## config.mk

```make
export PLATFORM = sky130hd
export DESIGN_NAME = lc4_free_list
export DESIGN_NICKNAME = d
export VERILOG_FILES = /design/src/rtl/lc4_free_list_ram.sv /design/src/rtl/lc4_free_list.sv
export SDC_FILE = /design/constraint.sdc
export NUM_CORES = 1
export LEC_CHECK = 0
export ABC_CLOCK_PERIOD_IN_PS = 3300
export BUFFER_PORTS_ARGS = -buffer_cell sky130_fd_sc_hd__buf_2
export CAP_MARGIN = 25
export CORE_ASPECT_RATIO = 1.4
export CORE_MARGIN = 2
export CORE_UTILIZATION = 60
export CTS_BUF_LIST = sky130_fd_sc_hd__clkbuf_16
export DETAILED_ROUTE_END_ITERATION = 10
export GPL_TIMING_DRIVEN = 0
export PLACE_DENSITY = 0.9
export SLEW_MARGIN = 10
export SYNTH_ARGS = -nofsm -noshare
export SYNTH_HDL_FRONTEND = slang
export SYNTH_HIERARCHICAL = 1
export SYNTH_SLANG_ARGS = --single-unit
export TNS_END_PERCENT = 50
```

## constraint.sdc

```tcl
create_clock -name clk -period 3.3 [get_ports clk]
set_input_delay 0.165 -clock clk [delete_from_list [all_inputs] [get_ports clk]]
set_output_delay 0.165 -clock clk [all_outputs]
set_load 0.05 [all_outputs]
```

## src/rtl/lc4_free_list_ram.sv

```systemverilog
// Tag storage for the free list: d entries of w bits, one asynchronous read
// port, one synchronous write port. Reset reloads entry i with tag n+i.
module lc4_free_list_ram #(
  parameter int n  = 8,
  parameter int w  = 4,
  parameter int d  = 8,
  parameter int aw = 3
) (
  input  logic          clk,
  input  logic          rst,
  input  logic          gwe,
  input  logic          we,
  input  logic [aw-1:0] waddr,
  input  logic [w-1:0]  wdata,
  input  logic [aw-1:0] raddr,
  output logic [w-1:0]  rdata
);

  logic [w-1:0] mem [d];

  // Reset image load, or one write of a returned tag.
  // NOTE: this array is reset on purpose. The reset image is the initial
  // pool of free tags, so the contents are real state, not scratch data.
  always_ff @(posedge clk) begin
    if (gwe) begin
      if (rst) begin
        for (int i = 0; i < d; i++) begin
          mem[i] <= w'(n + i);
        end
      end else if (we) begin
        mem[waddr] <= wdata;
      end
    end
  end

  // Asynchronous read of the entry at the alloc head.
  assign rdata = mem[raddr];

endmodule

```

## src/rtl/lc4_free_list.sv

```systemverilog
// Physical-register free list for the LC4 out-of-order core. A circular
// buffer of tags with three pointers: alloc head (speculative), commit head
// and tail. Entries commit_ptr..alloc_ptr-1 are allocated but uncommitted;
// entries alloc_ptr..tail_ptr-1 are available. A flush moves alloc_ptr back
// to commit_ptr, returning every uncommitted tag in one cycle.
module lc4_free_list #(
  parameter int n = 8,
  parameter int w = 4,
  parameter int p = 16
) (
  input  logic         clk,
  input  logic         rst,
  input  logic         gwe,
  input  logic         flush,
  input  logic         alloc,
  output logic [w-1:0] alloc_psel,
  output logic         empty,
  input  logic         commit,
  input  logic         free_we,
  input  logic [w-1:0] free_psel,
  output logic [w:0]   avail,
  output logic [w:0]   inflight
);

  localparam int d  = p - n;
  localparam int aw = (d > 1) ? $clog2(d) : 1;

  // Advance a buffer pointer, wrapping from d-1 to 0 (d need not be 2^k).
  function automatic logic [aw-1:0] ptr_inc(input logic [aw-1:0] ptr);
    return (ptr == aw'(d - 1)) ? '0 : ptr + aw'(1);
  endfunction

  logic [aw-1:0] alloc_ptr, commit_ptr, tail_ptr;
  logic [aw-1:0] alloc_ptr_nx, commit_ptr_nx, tail_ptr_nx;
  logic [w:0]    avail_nx, inflight_nx;
  logic          free_eff, commit_eff, alloc_eff;
  logic [w+1:0]  occupied;

  lc4_free_list_ram #(
    .n  (n),
    .w  (w),
    .d  (d),
    .aw (aw)
  ) u_ram (
    .clk   (clk),
    .rst   (rst),
    .gwe   (gwe),
    .we    (free_eff),
    .waddr (tail_ptr),
    .wdata (free_psel),
    .raddr (alloc_ptr),
    .rdata (alloc_psel)
  );

  assign empty = (avail == '0);

  // Effectiveness is judged on pre-edge state; then next pointers/counters.
  // NOTE: every signal gets a default at the top of this block so no path
  // leaves it unassigned, which would otherwise infer a latch.
  always_comb begin
    occupied   = {1'b0, avail} + {1'b0, inflight};
    free_eff   = free_we && (occupied < (w+2)'(d));
    commit_eff = commit && (inflight != '0);
    alloc_eff  = alloc && !empty && !flush;

    tail_ptr_nx   = tail_ptr;
    commit_ptr_nx = commit_ptr;
    alloc_ptr_nx  = alloc_ptr;
    avail_nx      = avail;
    inflight_nx   = inflight;

    if (free_eff) tail_ptr_nx = ptr_inc(tail_ptr);
    if (commit_eff) commit_ptr_nx = ptr_inc(commit_ptr);

    if (flush) begin
      // Uncommitted tags (minus one just committed) rejoin the pool.
      alloc_ptr_nx = commit_ptr_nx;
      avail_nx     = avail + inflight + (w+1)'(free_eff) - (w+1)'(commit_eff);
      inflight_nx  = '0;
    end else begin
      if (alloc_eff) alloc_ptr_nx = ptr_inc(alloc_ptr);
      avail_nx    = avail + (w+1)'(free_eff) - (w+1)'(alloc_eff);
      inflight_nx = inflight + (w+1)'(alloc_eff) - (w+1)'(commit_eff);
    end
  end

  // State register: gwe qualifies everything, rst wins over all other inputs.
  // NOTE: non-blocking assignments so every register samples pre-edge values.
  always_ff @(posedge clk) begin
    if (gwe) begin
      if (rst) begin
        alloc_ptr  <= '0;
        commit_ptr <= '0;
        tail_ptr   <= '0;
        avail      <= (w+1)'(d);
        inflight   <= '0;
      end else begin
        alloc_ptr  <= alloc_ptr_nx;
        commit_ptr <= commit_ptr_nx;
        tail_ptr   <= tail_ptr_nx;
        avail      <= avail_nx;
        inflight   <= inflight_nx;
      end
    end
  end

endmodule

```

# Word-level counts from Yosys, hierarchy flattened
# Memories as Yosys holds them, arrays and structs flattened. A register that Yosys moved wholly into a read port is not among the register bits.
# Cells that the tools add are included.
# classes
n_addsub,11
magnitude_cmp,1
eq_ne,3
n_mux,20
reduce_logical,14
# op_table
operator,n
two-way mux 3 bit,10
adder 5 x 1 -> 5 bit,3
subtractor 5 x 1 -> 5 bit,3
"adder 3 x 1 -> 3 bit, second input constant",3
"== test 3 bit, second input constant",3
two-way mux 1 bit,8
adder 5 x 5 -> 6 bit,1
"< comparator 6 x 4 -> 1 bit, second input constant",1
adder 5 bit,1
zero test 5 bit,1
two-way mux 5 bit,1
nonzero test 5 bit,1
logical AND 1 bit,4
two-way mux 4 bit,1
AND reduction 2 bit,2
OR reduction 4 bit,1
nonzero test 3 bit,1
zero test 1 bit,2
nonzero test 2 bit,1
OR reduction 2 bit,1
# totals
ff_bits,19
ramBits,32
in_bits,11
out_inout_bits,15
word_cells,55
mem_count,1
# mem_list
memory,depth,word_bits,read_ports,rd_clocked_by_memory_dff,write_ports,line_no,text
u_ram.mem,8,4,1,1,8,lc4_free_list_ram.sv:19,logic [w-1:0] mem [d];

# Logic depth before layout (Yosys ltp)
# Gate-level depths: netlist (run 1).
# logic_depth
word_depth,9
ltp_mapped,15
mapped_depth_nobuf,15

# By module
# Netlist (run 1), hierarchy kept.
# modules_own_cells
mod,n_inst,cells_each,area_each_um2,seq_area_each_um2
lc4_free_list,1,162,1640.3,570.5
lc4_free_list_ram,1,104,1562.7,960.9

# Worst setup path after synthesis (run 1)
# OpenSTA, ideal clock, no wires.
# synth_timing
kind,reg2reg
startpoint,register avail[3]
endpoint,"register inflight[4], data pin"
setup_time_ns,0.260
t_arrival_ns,4.302
t_required_ns,3.040
setup_slack_ns,-1.262
stages_incl_launch_ff,15
n_path_buf,0
period_less_slack_ns,4.562
cell_sequence,edfxtp_1 inv_1 ha_1 nor4b_1 nand2b_1 or2_2 ha_1 inv_1 ha_1 inv_1 fa_1 nand2b_1 a21oi_1 o21ai_0 nor3b_1
# synth_via
elab_chain_len,6
# synth_rtl
item,line_no,text
start: declaration,lc4_free_list.sv:21,"output logic [w:0] avail,"
start signal: assignment,lc4_free_list.sv:95,avail <= (w+1)'(d);
start signal: assignment,lc4_free_list.sv:101,avail <= avail_nx;
zero test 5 bit,lc4_free_list.sv:55,assign empty = (avail == '0);
net empty,lc4_free_list.sv:17,"output logic empty,"
zero test 1 bit,lc4_free_list.sv:64,alloc_eff = alloc && !empty && !flush;
logical AND 1 bit (2 in series),lc4_free_list.sv:64,
adder 5 x 1 -> 5 bit,lc4_free_list.sv:83,inflight_nx = inflight + (w+1)'(alloc_eff) - (w+1)'(commit_eff);
subtractor 5 x 1 -> 5 bit,lc4_free_list.sv:83,
end signal: assignment,lc4_free_list.sv:102,inflight <= inflight_nx;
end: declaration,lc4_free_list.sv:22,output logic [w:0] inflight
# The timed path passes the listed nets, and every way through them passes these cells.
# A chain may end at the register's enable or synchronous reset.

# Worst setup path in the final report (run 1)
# layout_timing
startpoint,register inflight[1]
endpoint,"register avail[2], data pin"
# layout_via
elab_chain_len,6
elab_cells_between_ends,11
cone_classes,add/sub (6); order compare (1); mux (1); reduce/logical (3)
# layout_rtl
item,line_no,text
adder 5 x 5 -> 6 bit (*),lc4_free_list.sv:61,"occupied = {1'b0, avail} + {1'b0, inflight};"
< comparator 6 x 4 -> 1 bit (*),lc4_free_list.sv:62,free_eff = free_we && (occupied < (w+2)'(d));
logical AND 1 bit (*),lc4_free_list.sv:62,
net free_eff,lc4_free_list.sv:36,"logic free_eff, commit_eff, alloc_eff;"
adder 5 x 1 -> 5 bit (on tied branches),"lc4_free_list.sv:82, lc4_free_list.sv:78",
subtractor 5 x 1 -> 5 bit (on tied branches),"lc4_free_list.sv:82, lc4_free_list.sv:78",
two-way mux 5 bit (*),lc4_free_list.sv:75,if (flush) begin
# The timed path passes the listed nets; every way through them passes the cells marked *.

==> results of run 1 <==
## flip-flops by register name (all words and copies together), names as in the netlist
signal / count
commit_ptr: 3
u_ram/mem: 32
avail: 5
tail_ptr: 3
inflight: 5
alloc_ptr: 3
## final cells by class
type                       count  area share [%]
clock buffer                   5           3.419
inverter                      30           3.077
tap                           66           2.256
multi-input combinational    172           42.22
timing repair buffer          32           4.855
clock inverter                 3          0.7521
buffer                        13           1.573
sequential                    51           41.85
## cell families (layout without fill, tap and decap cells)
kind of cell	Yosys count	after routing	synth area share (%)
compound gates	31	31	6.836
xor+xnor	5	5	1.367
fa+ha+maj	33	33	13.83
buf+inv	43	83	5.312
flops	51	51	47.81
mux	17	17	9.531
simple gates	86	86	15.31
## worst max path at each step
stage                     slack [ns]  cells after the start   startpoint           to
final                           0.18                     14  inflight[1]     avail[2]
after global routing           -0.02                     14  inflight[1]     avail[2]
after CTS                      0.005                     14  inflight[1]     avail[2]
after detailed placement       -0.10                     14  inflight[3]     avail[4]
after global placement          0.02                     14  inflight[3]     avail[4]
after floorplan                -0.02                     14     avail[3]  inflight[4]
## cells in the final DEF, fill, tap and decap left out, types with 4 or more instances in the layout
master,Yosys,layout
nor2_1,19,19
nand2_1,6,6
ha_1,29,29
edfxtp_1,51,51
mux4_1,8,8
clkbuf_16,0,5
or3_1,17,17
a21oi_1,7,5
buf_2,1,26
nor3b_1,5,5
a211oi_1,4,4
inv_1,30,27
buf_4,0,7
mux2i_1,5,5
clkbuf_1,11,11
nor3_1,9,9
mux2_2,4,4
o21ai_0,8,8
nand2b_1,8,6
## critical path, cell delays in order (launching register included)
cell      delay (ns)
edfxtp_1        0.45
inv_1           0.11
ha_1            0.33
a31oi_1         0.22
o2111a_2        0.30
inv_1           0.06
ha_1            0.28
inv_1           0.05
ha_1            0.15
inv_1           0.06
fa_2            0.36
xor2_1          0.17
nor2_1          0.06
a31oi_1         0.16
nor2_1          0.08
## metrics by stage
stage,util (%),setup TNS [ns]
after floorplan,-,-0.05076
after global placement,66.94,0
after detailed placement,66.94,-0.1536
after CTS,70.19,0
after global routing,70.94,-0.02820
final,70.94,0
## where the power goes
part	switching, mW	internal [mW]	total, mW
combinational	0.303	0.186	0.490
sequential	0.0332	0.753	0.786
clock	0.239	0.288	0.527
## layer usage
metal  global-route usage [%]  routed length [µm]  up-vias
li1                         -                   -     1066
met1                    25.37                2473     1104
met2                    45.37                3908      104
met3                    3.242                 316       23
met4                    14.24                 314        0
met5                        0                   0        -
## what timing repair did
action / 4_1_cts / 5_1_grt
buffers inserted: 2 / 5
cloned: 0 / 0
pin swaps: 1 / 0
setup endpoints to repair: 2 / 7
resized for setup: 0 / 2
==> metrics.md, run 1 <==
| Metric | Value |
|---|---|
| Outcome | completed |
| Ys Warns | 6 |
| Initial antenna violation count | 0 |
| Initial detailed-routing violation count | 236 |
| Max VDD drop | 0.4296 mV |
| Total die area | 5947 µm² |
| Post-synth EDFFs | 51 |
| Reg area | approximately 1500 µm² |
| DR WL/cell | approximately 19 µm |
| Worst reg2reg path endpoint | avail[2] |
| R2R Setup Slk | 0.18 ns |
| Die X-Extent | ~66 µm |
| Main synth FF type | edfxtp_1 |
| Final clock period utilization by the worst path | 94.49% |
| Clock transition at the registers of the reported paths | approximately 0.07 ns |
| Row Count | 31 |
| Final net count | between 300 and 400 |
| Post-route ant nets | 0 |
| Clk buf depth | 2 |
| Req. time, crit path | 3.32 ns |
| Synth Net Count | between 300 and 400 |
| Seq cells post-synth | roughly 50 |
| Clock Latency Late Sink | roughly 0.29 ns |
| Clk sinks | between 50 and 60 |
| Design Area, Final | 3660 µm² |
| Final setup fails | 0 |
| Leading post-synthesis cells by cell area | edfxtp_1 48%, ha_1 11%, mux4_1 6.6% |
| Min-Delay Path Depth | 2 |
| Netlist cell types | 43 |
| Hold_buf cts | 0 |
| Largest net degree at the start of global routing | 20 |
| Area share of the largest cell type after synthesis | between 40% and 50% |
| Fill cells | roughly 340 |
| Dpl hpwl | 5261 µm |
| Antenna cells | 0 |
| CP Capture Type | flip-flop |
| Leak | about 1.4 nW |
| Worst slack, placed | -0.1013 ns |
| Initial core utilization | 62.09% |
| Drt drc | 0 |
| Worst setup path class | reg2reg |
| Total CTS buffers | 5 |
| Fin. Hold Viols | 0 |
| Top Ports | 26 |
| Total congestion overflow | 0 |
| I/O Buffers | 25 |
| Total number of vias | around 2,300 |
| Fin Hold WS | 0.2155 ns |
| H-Tree Depth | 2 |
| Crit path launch type | flip-flop |
| Hold wc startpoint | free_psel[2] |
| Router iterations before antenna repair | 4 |
| First-pass GRT wire length | around 11,000 µm |
| Reg2reg start | inflight[1] |
| Ratio of cells with drive above 1 in the final layout | 19.61% |
| R2R depth | 14 |
| Layout Cells excl Fill | between 300 and 400 |
| Largest area contributor in the synthesized netlist | edfxtp_1 |
| Worst slew pin tran | 0.7001 ns |
| Most frequent cell after synthesis | edfxtp_1 |
| Most frequent cells after synthesis | 51 x edfxtp_1, 30 x inv_1, 29 x ha_1 |
| Arrival time at the worst endpoint | 3.14 ns |
| Slew Limit Headroom | between 50 and 60% |
| Clock root buffer | clkbuf_16 |
| Ys async rst share | 0% |
| Syn Area/Cell | 12.04 µm² |
| Die Ht | 90.45 µm |
| RSZ-0062 raised after global routing | true |
| Core area | between 5000 and 6000 µm² |
| Hold crit path type | in2reg |
| Top achievable clock speed | 0.3207 GHz |
| Hold path endpoint | u_ram/mem[6][2] |
| Mapped Area | 3203 µm² |
| P per Cell Area | 492.7 nW/µm² |
| GRT Util Overall | 24.58% |
| Register area share after synthesis | 47.81% |
| Final Skew | 0.006447 ns |
| Post-DP Area | 3453 µm² |
| Final worst path period need | 3.118 ns |
| Slew Limit Fails | 0 |
| Crit path max fanout | 6 |
| Number of global-route vias before repair | 2,366 |
| Synth-to-layout area growth | 14.26% |
| GPL Wtd Cong | 0.8630 |
| Cells after synthesis | 266 |
| Vias/cell | 6.175 |
| Placed Cells | ~360 |
| CTS tree | yes |
| Final wirelength | approximately 7000 µm |
| Pwr Total | 1.803 mW |
| Area of the multi-input gates | 1545 µm² |
| Max cap viols | 0 |
| Setup slack after layout | 0.1820 ns |
(Power assumes the default switching activity.)
==> inputs of run 2 (changes only) <==
- PLACE_DENSITY: 0.9 -> 0.8
==> metrics.md, run 2 (synthesis results as in run 1) <==
| Metric | Value |
|---|---|
| Vias/cell | 5.965 |
| WL met2 | roughly 3700 µm |
| Hold_buf cts | 0 |
| Top reg by flops | u_ram/mem |
| Clk buf depth | 2 |
| GRT Util Overall | 24.00% |
| DR WL/cell | 17.45 µm |
| GPL Wtd Cong | slightly above 0.8 |
| Max stage delay cell, worst path | edfxtp_1 |
| Largest stage delay, worst path | 0.45 ns |
| Total die area | 5947 µm² |
| Fin. Hold Viols | 0 |
| Slew Limit Headroom | 56.33% |
| Total number of vias | between 2,000 and 2,500 |
| R2R depth | 14 |
| Crit path launch type | flip-flop |
| Clock Latency Late Sink | 0.29 ns |
| CP Capture Type | flip-flop |
| Worst reg2reg path endpoint | avail[2] |
| R2R Setup Slk | between 0.2 and 0.25 ns |
| Worst slew pin tran | roughly 0.65 ns |
| Core area | about 5200 µm² |
| Die Ht | slightly above 90 µm |
| Slew Limit Fails | 0 |
| Critical path depth in cells | 14 |
| Buffer and inverter count on the worst path | 4 |
| Req. time, crit path | about 3.3 ns |
| CTS tree | yes |
| Initial core utilization | 62.09% |
| Setup TNS | 0 ns |
| Clk sinks | 51 |
| Drt drc | 0 |
| Max VDD drop | 0.3671 mV |
| Hold crit path type | in2reg |
| Router iterations before antenna repair | 4 |
| Antenna cells | 0 |
| Post-DP Area | about 3500 µm² |
| Design Area, Final | 3670 µm² |
| Final wirelength | 6508 µm |
| Initial detailed-routing violation count | 135 |
| Ratio of cells with drive above 1 in the final layout | approximately a fifth |
| Final worst path period need | 3.084 ns |
| Critical path cell sequence | inv_1 -> ha_1 -> a31oi_1 -> o2111a_1 -> inv_1 -> ha_1 -> inv_1 -> ha_1 -> inv_1 -> fa_2 -> xor2_1 -> nor2_1 -> a31oi_1 -> nor2_1 |
| Clock transition at the registers of the reported paths | 0.07 ns |
| Number of global-route vias before repair | 2,220 |
| Most common cell after layout, fill and taps aside | edfxtp_1 |
| Fill cells | 374 |
| Met3 wire len | 180 µm |
| P per Cell Area | 489.9 nW/µm² |
| Leak | 1.396 nW |
| Arrival time at the worst endpoint | ~3.1 ns |
| Commonest non-fill, non-tap cells in the layout | 51 x edfxtp_1, 29 x ha_1, 26 x inv_1, 26 x buf_2, 19 x nor2_1 |
| Final clock period utilization by the worst path | 93.46% |
| Max cap viols | 0 |
| First-pass GRT wire length | 10,630 µm |
| Total congestion overflow | 0 |
| Outcome | completed |
| Fin Hold WS | approximately 0.23 ns |
| Critical path endpoint | avail[2] |
| Crit path from | avail[1] |
| Synth-to-layout area growth | 14.57% |
| CP delay by family, top | adder cells |
| I/O Buffers | 25 |
| Final Skew | 0.003654 ns |
| Pwr Total | 1.798 mW |
| WL met1 | 2440 µm |
| Final net count | 350 |
| Max FFs per register | 32 |
| Clock root buffer | clkbuf_16 |
| Post-route ant nets | 0 |
| Top routing layer in use | met4 |
| Row Count | 31 |
| Dpl hpwl | 4825 µm |
| Top Ports | 26 |
| Hold wc startpoint | free_psel[2] |
| Top Registers | u_ram/mem (32), avail (5), inflight (5) |
| Worst slack, placed | 0.003081 ns |
| Die X-Extent | 65.75 µm |
| Largest net degree at the start of global routing | 20 |
| Final setup fails | 0 |
| Setup slack after layout | 0.2157 ns |
| Reg2reg start | avail[1] |
| Crit path max fanout | 6 |
| Total CTS buffers | 5 |
| Initial antenna violation count | 0 |
| H-Tree Depth | 2 |
| Worst setup path class | reg2reg |
| CP most frequent cell | inv_1 |
| Top achievable clock speed | between 0.3 and 0.4 GHz |
## run 2: cell count changes in the layout (fill, tap and decap cells not counted), sizes merged
cell  previous run  this run
buf             34        35
## run 2: worst min-delay path by stage
| stage | end | slack [ns] | cells after the start |
|---|---|---|---|
| floorplan | avail[0] | 0.28 | 0 |
| global placement | u_ram/mem[5][2] | 0.52 | 2 |
| detailed placement | u_ram/mem[6][2] | 0.52 | 2 |
| CTS | u_ram/mem[6][2] | 0.22 | 2 |
| global route | u_ram/mem[7][0] | 0.24 | 2 |
| finish | u_ram/mem[7][2] | 0.23 | 2 |
## run 2: final cells by class
class | instances | area (µm²) | share of cell area [%]
multi-input combinational | 172 | 1548 | 42.18
sequential | 51 | 1531 | 41.73
timing repair buffer | 33 | 185.2 | 5.046
clock buffer | 5 | 125.1 | 3.409
inverter | 30 | 112.6 | 3.069
tap | 66 | 82.58 | 2.250
buffer | 13 | 57.56 | 1.568
clock inverter | 3 | 27.53 | 0.7501
## run 2: worst register-to-register path: stages (launching register included)
cell	delay [ns]
edfxtp_1	0.45
inv_1	0.11
ha_1	0.36
a31oi_1	0.18
o2111a_1	0.33
inv_1	0.07
ha_1	0.28
inv_1	0.06
ha_1	0.15
inv_1	0.06
fa_2	0.34
xor2_1	0.17
nor2_1	0.06
a31oi_1	0.13
nor2_1	0.05
## run 2: metal layers
metal,vias up,track usage [%]
met5,-,0
met4,0,10.42
met3,11,3.616
met2,48,44.11
met1,1095,26.39
li1,1071,-
## run 2: timing repair
action | in CTS | in global routing
resized for setup | 0 | 3
setup buffers | 0 | 8
pin swaps | 1 | 1
endpoints found under the setup margin | 1 | 20
## run 2: where the power goes
group	switching (mW)	internal, mW	leakage (nW)	total, mW
logic	0.296	0.189	0.876	0.485
registers	0.0350	0.753	0.448	0.788
clock network	0.237	0.288	0.0719	0.525
total	0.568	1.23	1.40	1.80
## run 2: metrics by stage
| step | utilization, % | std cells |
|---|---|---|
| after floorplan | - | 266 |
| after global placement | 66.94 | 357 |
| after detailed placement | 66.94 | 357 |
| after CTS | 69.90 | 365 |
| after global routing | 71.14 | 373 |
| final | 71.14 | 373 |
